## src/rtl/dca_seq_pkg.sv

```systemverilog
// Shared definitions for the block-step sequencer: FSM encoding, command layout
// and default field widths.
package dca_seq_pkg;

    localparam int BW_IDX_DEF  = 8;
    localparam int BW_INFO_DEF = 16;

    typedef enum logic {
        ST_IDLE = 1'b0,
        ST_RUN  = 1'b1
    } seq_state_e;

    // Command word layout as stored in the FIFO (MSB first), at default widths.
    typedef struct packed {
        logic [BW_INFO_DEF-1:0] info;
        logic [BW_IDX_DEF-1:0]  num_k;
        logic [BW_IDX_DEF-1:0]  num_col;
        logic [BW_IDX_DEF-1:0]  num_row;
    } cmd_t;

endpackage

```

## src/rtl/dca_cmd_fifo.sv

```systemverilog
// Small synchronous command FIFO with registered pointers; flags derive only from
// registered state so a push is never visible to the reader in the same cycle.
module dca_cmd_fifo #(
    parameter int WIDTH = 40,
    parameter int DEPTH = 4
) (
    input  logic             clk,
    input  logic             rst,
    input  logic             clear,
    input  logic             push,
    input  logic [WIDTH-1:0] push_data,
    input  logic             pop,
    output logic [WIDTH-1:0] pop_data,
    output logic             full,
    output logic             empty
);

    localparam int AW = $clog2(DEPTH);

    logic [WIDTH-1:0] mem [DEPTH];
    logic [AW:0]      wr_ptr_reg;
    logic [AW:0]      rd_ptr_reg;
    logic             do_push;
    logic             do_pop;

    assign do_push = push & ~full;
    assign do_pop  = pop & ~empty;

    // Extra pointer MSB distinguishes full from empty when the low bits match.
    assign empty = (wr_ptr_reg == rd_ptr_reg);
    assign full  = (wr_ptr_reg[AW] != rd_ptr_reg[AW]) &&
                   (wr_ptr_reg[AW-1:0] == rd_ptr_reg[AW-1:0]);

    always_ff @(posedge clk) begin
        if (rst || clear) begin
            wr_ptr_reg <= '0;
            rd_ptr_reg <= '0;
        end else begin
            if (do_push) wr_ptr_reg <= wr_ptr_reg + 1'b1;
            if (do_pop)  rd_ptr_reg <= rd_ptr_reg + 1'b1;
        end
    end

    always_ff @(posedge clk) begin
        if (do_push && !rst && !clear) mem[wr_ptr_reg[AW-1:0]] <= push_data;
    end

    assign pop_data = mem[rd_ptr_reg[AW-1:0]];

endmodule

```

## src/rtl/dca_block_step_sequencer.sv

```systemverilog
// Expands buffered tiled-matrix commands into block steps, walking k innermost,
// then column, then row, over a valid/ready handshake.
module dca_block_step_sequencer
    import dca_seq_pkg::*;
#(
    parameter int BW_IDX    = BW_IDX_DEF,
    parameter int BW_INFO   = BW_INFO_DEF,
    parameter int CMD_DEPTH = 4
) (
    input  logic               clk,
    input  logic               rst,
    input  logic               clear,
    input  logic               cmd_valid,
    output logic               cmd_ready,
    input  logic [BW_IDX-1:0]  cmd_num_row,
    input  logic [BW_IDX-1:0]  cmd_num_col,
    input  logic [BW_IDX-1:0]  cmd_num_k,
    input  logic [BW_INFO-1:0] cmd_info,
    output logic               step_valid,
    input  logic               step_ready,
    output logic [BW_IDX-1:0]  step_row,
    output logic [BW_IDX-1:0]  step_col,
    output logic [BW_IDX-1:0]  step_k,
    output logic               step_first_k,
    output logic               step_last_k,
    output logic               step_last,
    output logic [BW_INFO-1:0] step_info,
    output logic               busy,
    output logic               done
);

    localparam int CW = 3 * BW_IDX + BW_INFO;
    localparam logic [BW_IDX-1:0] IDX_ONE = BW_IDX'(1);

    seq_state_e         state_reg, state_next;
    logic [BW_IDX-1:0]  num_row_reg, num_row_next;
    logic [BW_IDX-1:0]  num_col_reg, num_col_next;
    logic [BW_IDX-1:0]  num_k_reg, num_k_next;
    logic [BW_IDX-1:0]  row_reg, row_next;
    logic [BW_IDX-1:0]  col_reg, col_next;
    logic [BW_IDX-1:0]  k_reg, k_next;
    logic [BW_INFO-1:0] info_reg, info_next;
    logic               done_reg, done_next;

    logic               fifo_full, fifo_empty, fifo_pop;
    logic [CW-1:0]      fifo_dout;
    logic [BW_IDX-1:0]  pop_row, pop_col, pop_k;
    logic [BW_INFO-1:0] pop_info;
    logic               run, k_wrap, col_wrap, row_wrap;

    assign cmd_ready = ~fifo_full & ~clear;

    dca_cmd_fifo #(
        .WIDTH (CW),
        .DEPTH (CMD_DEPTH)
    ) u_cmd_fifo (
        .clk       (clk),
        .rst       (rst),
        .clear     (clear),
        .push      (cmd_valid & cmd_ready),
        .push_data ({cmd_info, cmd_num_k, cmd_num_col, cmd_num_row}),
        .pop       (fifo_pop),
        .pop_data  (fifo_dout),
        .full      (fifo_full),
        .empty     (fifo_empty)
    );

    assign {pop_info, pop_k, pop_col, pop_row} = fifo_dout;

    assign run      = (state_reg == ST_RUN);
    assign k_wrap   = (k_reg == num_k_reg - IDX_ONE);
    assign col_wrap = (col_reg == num_col_reg - IDX_ONE);
    assign row_wrap = (row_reg == num_row_reg - IDX_ONE);

    // Flags are gated by run so every output idles at 0 after reset.
    assign step_valid   = run;
    assign step_row     = row_reg;
    assign step_col     = col_reg;
    assign step_k       = k_reg;
    assign step_first_k = run & (k_reg == '0);
    assign step_last_k  = run & k_wrap;
    assign step_last    = run & k_wrap & col_wrap & row_wrap;
    assign step_info    = info_reg;
    assign busy         = run | ~fifo_empty;
    assign done         = done_reg;

    always_comb begin
        state_next   = state_reg;
        num_row_next = num_row_reg;
        num_col_next = num_col_reg;
        num_k_next   = num_k_reg;
        row_next     = row_reg;
        col_next     = col_reg;
        k_next       = k_reg;
        info_next    = info_reg;
        done_next    = 1'b0;
        fifo_pop     = 1'b0;
        if (clear) begin
            state_next = ST_IDLE;
        end else begin
            case (state_reg)
                ST_IDLE: begin
                    if (!fifo_empty) begin
                        fifo_pop     = 1'b1;
                        num_row_next = pop_row;
                        num_col_next = pop_col;
                        num_k_next   = pop_k;
                        info_next    = pop_info;
                        row_next     = '0;
                        col_next     = '0;
                        k_next       = '0;
                        // A degenerate command completes immediately with no steps.
                        if (pop_row == '0 || pop_col == '0 || pop_k == '0) begin
                            done_next = 1'b1;
                        end else begin
                            state_next = ST_RUN;
                        end
                    end
                end
                ST_RUN: begin
                    if (step_ready) begin
                        if (step_last) begin
                            state_next = ST_IDLE;
                            done_next  = 1'b1;
                        end else if (!k_wrap) begin
                            k_next = k_reg + IDX_ONE;
                        end else if (!col_wrap) begin
                            k_next   = '0;
                            col_next = col_reg + IDX_ONE;
                        end else begin
                            k_next   = '0;
                            col_next = '0;
                            row_next = row_reg + IDX_ONE;
                        end
                    end
                end
                default: state_next = ST_IDLE;
            endcase
        end
    end

    always_ff @(posedge clk) begin
        if (rst) begin
            state_reg   <= ST_IDLE;
            num_row_reg <= '0;
            num_col_reg <= '0;
            num_k_reg   <= '0;
            row_reg     <= '0;
            col_reg     <= '0;
            k_reg       <= '0;
            info_reg    <= '0;
            done_reg    <= 1'b0;
        end else begin
            state_reg   <= state_next;
            num_row_reg <= num_row_next;
            num_col_reg <= num_col_next;
            num_k_reg   <= num_k_next;
            row_reg     <= row_next;
            col_reg     <= col_next;
            k_reg       <= k_next;
            info_reg    <= info_next;
            done_reg    <= done_next;
        end
    end

endmodule

```

## config.mk

```make
export PLATFORM = sky130hd
export DESIGN_NAME = dca_block_step_sequencer
export DESIGN_NICKNAME = d
export VERILOG_FILES = /design/src/rtl/dca_seq_pkg.sv /design/src/rtl/dca_cmd_fifo.sv /design/src/rtl/dca_block_step_sequencer.sv
export SDC_FILE = /design/constraint.sdc
export NUM_CORES = 1
export LEC_CHECK = 0
export CORE_MARGIN = 10
export CORE_UTILIZATION = 57
export DETAILED_ROUTE_END_ITERATION = 8
export PLACE_DENSITY_LB_ADDON = 0.25
export SLEW_MARGIN = 20
export SYNTH_ARGS = -nofsm -noshare
export SYNTH_HDL_FRONTEND = slang
export SYNTH_HIERARCHICAL = 1
export SYNTH_SLANG_ARGS = --single-unit
export TNS_END_PERCENT = 1
```

## constraint.sdc

```tcl
create_clock -name clk -period 3.3 [get_ports clk]
set_input_delay 0.66 -clock clk [delete_from_list [all_inputs] [get_ports clk]]
set_output_delay 0.66 -clock clk [all_outputs]
set_load 0.01 [all_outputs]
```

# [After elaboration in Yosys (flattened, before gate mapping)]
# Memory sizes are Yosys's and may differ from the RTL's. A register that Yosys moved wholly into a read port is not among the register bits.
# Cells that the tools add are included.
[totals] reg_bits=72 ram_bits=160 input_bits=45 output_inout_bits=47 wordCells=93 memories=1
[memory_table] name="u_cmd_fifo.mem" words=4 width=40 rd=1 rd_ports_with_merged_regs=1 write_ports=1 line="dca_cmd_fifo.sv:20" text="logic [WIDTH-1:0] mem [DEPTH];"
[classes] addsub=8 eq_ne=11 mux=32 n_bitwise=13 reduce_logical=17
[op_table] op="8-bit 2-to-1 mux" n=12
[op_table] op="8-bit case mux with 2 select lines" n=3
[op_table] op="8-bit logical NOT" n=4
[op_table] op="8-bit by 1-bit adder with 8-bit output (second input constant)" n=3
[op_table] op="8-bit equality test" n=3
[op_table] op="8-bit by 1-bit subtractor with 8-bit output (second input constant)" n=3
[op_table] op="1-bit 2-to-1 mux" n=13
[op_table] op="1-bit bitwise AND" n=8
[op_table] op="3-bit by 1-bit adder with 3-bit output (second input constant)" n=2
[op_table] op="2-bit inequality test (second input constant)" n=3
[op_table] op="6-bit AND reduction" n=1
[op_table] op="5-bit AND reduction" n=1
[op_table] op="2-bit 2-to-1 mux" n=2
[op_table] op="2-bit by 1-bit inequality test with 1-bit output (second input constant)" n=2
[op_table] op="1-bit inverter" n=4
[op_table] op="1-bit case mux with 2 select lines" n=2
[op_table] op="4-bit AND reduction" n=1
[op_table] op="3-bit equality test" n=1
[op_table] op="1-bit logical AND" n=3
[op_table] op="1-bit logical OR" n=3
[op_table] op="3-bit AND reduction" n=1
[op_table] op="2-bit equality test" n=1
[op_table] op="1-bit logical NOT" n=2
[op_table] op="2-bit OR reduction" n=1
[op_table] op="2 further kinds" n=2

# [Logic depth before layout (Yosys ltp)]
[logic_depth] word_depth=10 depth_mapped=13 ltp_nobuf=10

# [Modules after synthesis]
# The synthesis kept the hierarchy.
[by_module_without_submodules] module="dca_cmd_fifo" instances=1 cells_per_inst=277 area_per_inst_um2=6327.3 seq_area_each_um2=4964.8
[by_module_without_submodules] module="dca_block_step_sequencer" instances=1 cells_per_inst=464 area_per_inst_um2=3619.7 seq_area_each_um2=1321.3

# [Worst setup path before layout]
# Ideal clock, no wire load.
[synth_path] kind="reg-to-reg" startpoint="register u_cmd_fifo.wr_ptr_reg[0]" endpoint="register (tool-made name)" setup_time_ps=79 arrival_time_ps=2930 required_ps=3221 setup_slack_ps=291 path_stages_with_launch=13 n_path_buf=2 synth_period_minus_slack_ps=3009 path_cell_list="dfxtp_1 -> xnor2_1 -> nand2_1 -> nor2_1 -> or2_2 -> a21oi_1 -> nand2_1 -> inv_2 -> clkbuf_1 -> clkbuf_1 -> nor4b_1 -> o21ai_0 -> o211ai_1"
[synth_lines] element="start: declaration" line="dca_cmd_fifo.sv:21" text="logic [AW:0] wr_ptr_reg;"
[synth_lines] element="start signal: assignment" line="dca_cmd_fifo.sv:39" text="if (do_push) wr_ptr_reg <= wr_ptr_reg + 1'b1;"

# [Worst setup path in the final report]
[layout_path] startpoint="register num_row_reg[0]" endpoint="output step_last"
[layout_between] elab_chain_cells=3
[layout_rtl] element="start: declaration" line="dca_block_step_sequencer.sv:36" text="logic [BW_IDX-1:0] num_row_reg, num_row_next;"
[layout_rtl] element="start signal: assignment" line="dca_block_step_sequencer.sv:155" text="num_row_reg <= num_row_next;"
[layout_rtl] element="8-bit by 1-bit subtractor with 8-bit output" line="dca_block_step_sequencer.sv:73" text="assign row_wrap = (row_reg == num_row_reg - IDX_ONE);"
[layout_rtl] element="8-bit equality test" line="dca_block_step_sequencer.sv:73"
[layout_rtl] element="1-bit bitwise AND" line="dca_block_step_sequencer.sv:82" text="assign step_last = run & k_wrap & col_wrap & row_wrap;"
[layout_rtl] element="end: declaration" line="dca_block_step_sequencer.sv:26" text="output logic step_last,"
# No other way between the ends.

==> run summary <==
Hold Slack: 0.459 ns
Fin. max-slew vios: 0
Peak VDD IR: 0.000448 V
Total GRT Usage: 17.6%
Most frequent cells after synthesis: 160 x edfxtp_1, 114 x nand2_1, 74 x dfxtp_1
Via count: 6348
I/O Buffers: 91
Global-route wire length before repair: 34.3 mm
Clk buf depth: 3
Startpoint types: flop
Count leader, synth: edfxtp_1
Routed Wire Length: 20.9 mm
Pleak: 0.00389 uW
Via density: 5.86
Worst Path Arrival: 2.57 ns
Minimum clock period after layout: 3.23 ns
Initial DRC count: 465
Clock Sinks: 234
Async S/R FF share, synth: 0%
Die area: 0.0231 sq mm
Crit Path Class: flop to output pin
Worst skew pair latency: 0.51 ns
Cell area after synthesis: 0.00995 sq mm
Ant diodes: 0
Distinct cells, synth: 69
PD cells: 504 mW/mm^2
Post-synth top flop: edfxtp_1
Slew HR: 48.0%
Root Driver: clkbuf_16
Starting density of the core: 57.9%
Area Overhead vs Synth: 20.5%
FF-to-FF path depth: 10
Post-Syn Area per Cell: 13.4 sq um
NumNets Final: 897
Placement Rows: 48
Max reg flops: 160
Synth top area cells: edfxtp_1 48%, dfxtp_1 15%, mux4_2 9.1%
Total grt overflow: 0
Setup crit end kind: output pin
Final Core Density: 69.8%
CTS tree: built
Num ports: 92
Chip Width: 152 um
Outcome: complete, no violations
Final Hold Vio Count: 0
Post-DR wirelength/cell: 19.3 um
Layout cells sized above 1: 14.8%
Antenna-violating nets left: 0
Setup Skew: 0.0126 ns
Initial antenna violation count: 0
CTS clock-pin slew for the worst setup and hold paths: 0.06 ns
Max Cap Viol: 0
Hold Path Class: flop to flop
Area share of the largest cell type after synthesis: 48.3%
RSZ-0062 raised after global routing: true
Pin count of the biggest net entering global routing: 61
DP HPWL: 13.5 mm
Post-synth EDFFs: 160
H-tree depth: 1
Cell accounting for the most synthesized area: edfxtp_1
Setup bufs post-CTS: 0
Period utilization: 98.0%
Drt pass-1 iters: 5
Core area: 0.0172 sq mm
Filler cell count in the final layout: 1173
# DRC: 0
Sequential area share after synthesis: 63.2%
Worst Hold Depth: 2
Synth Net Count: 798
Setup violators final: 0
Vert. Die Dim: 152 um
Crit path max fanout: 5
Seq cells post-synth: 234
Number of global-route vias before repair: 6649
YS warnings: 6
Synth Instances: 741
Overall power: 6050 uW
CTS Buf Count: 24
Placer Congestion: 0.907
Highest clock rate: 309 MHz
Critical Path RT: 2.64 ns
Worst-Margin Slew: 0.781 ns
## final cells by class
cell class / instances / area, sq um / share of cell area [%]
Clock buffer: 36 / 687 / 5.73
Clock inverter: 8 / 93.8 / 0.783
Inverter: 18 / 67.6 / 0.564
Multi-Input combinational cell: 452 / 3460 / 28.8
Sequential cell: 234 / 6290 / 52.5
Tap cell: 225 / 282 / 2.35
Timing Repair Buffer: 110 / 1110 / 9.27
## power by group
| group | internal, uW | switching [uW] | leakage, uW |
|---|---|---|---|
| Sequential | 3160 | 19.0 | 0.00204 |
| Clock | 1590 | 1020 | 0.000375 |
| Combinational | 123 | 134 | 0.00147 |
## cell usage in the layout, fill, tap and decap left out, types with 6 or more instances in the layout
master,Yosys,final
or4_1,6,6
nand3_1,16,16
and3_1,10,6
xnor2_1,18,17
buf_4,4,14
mux4_2,40,40
o21ai_1,7,7
nand2b_1,10,10
nor2_1,16,16
nand2_1,114,113
clkbuf_1,29,9
mux2i_1,6,6
dfxtp_1,74,69
clkdlybuf4s50_1,0,88
inv_1,17,17
xor2_1,16,16
nor3_1,7,7
ha_1,12,12
nor4_1,11,11
a21oi_1,64,64
a31oi_1,9,9
o211ai_1,6,6
edfxtp_1,160,160
clkbuf_16,0,25
or3_1,8,8
## stage by stage
stage                     std cells  area [sq um]  setup WS, ns  setup TNS, ns
after global routing           1083         12000        -0.105         -0.105
after CTS                      1083         12000       -0.0133        -0.0133
after global placement         1039         11200         0.234              0
after floorplan                 741          9950         0.291              0
final                          1083         12000        0.0663              0
after detailed placement       1039         11200         0.174              0
## logic make-up after synthesis
kind of cell | count (synthesis) | share of synthesized area, %
AOI/OAI and AO/OA | 122 | 7.72
xor gates and xnor gates | 34 | 2.99
adders and majority gates | 12 | 1.51
buffers and inverters | 55 | 2.34
DFF | 234 | 63.2
muxes | 47 | 9.77
and+or+nand+nor | 237 | 12.5
## per-layer routing
layer,vias to the layer above,GRT usage [%],routed length [um]
li1,3007,-,-
met5,-,0,0
met1,3107,22.1,8780
met2,194,29.5,10200
met4,0,5.04,410
met3,40,4.52,1460
## path summary, 6_finish.rpt
| path | startpoint | to | slack (ns) |
|---|---|---|---|
| worst max register to register | u_cmd_fifo/wr_ptr_reg[0] | flop | 0.25 |
| worst min-delay path | step_info[2] | step_info[2] | 0.46 |
| worst min register to register | step_info[2] | step_info[2] | 0.46 |
| worst max-delay path | num_row_reg[0] | step_last | 0.07 |
## worst max-delay path, stage by stage (launching register included)
cell and delay, ns:
dfxtp_2 0.37, inv_1 0.06, ha_1 0.26, o21ba_2 0.22, a221oi_1 0.28, a41oi_1 0.10, nor4_2 0.31, and3_1 0.23
clkdlybuf4s15_2 0.24
## timing repair
action                                  4_1_cts  5_1_grt
resized for setup                             9        2
endpoints found under the setup margin        2        6
pin swaps                                     1        1
hold buffers                                  0        0
hold endpoints to repair                      0        0
Power figures use the tool's default switching activity.
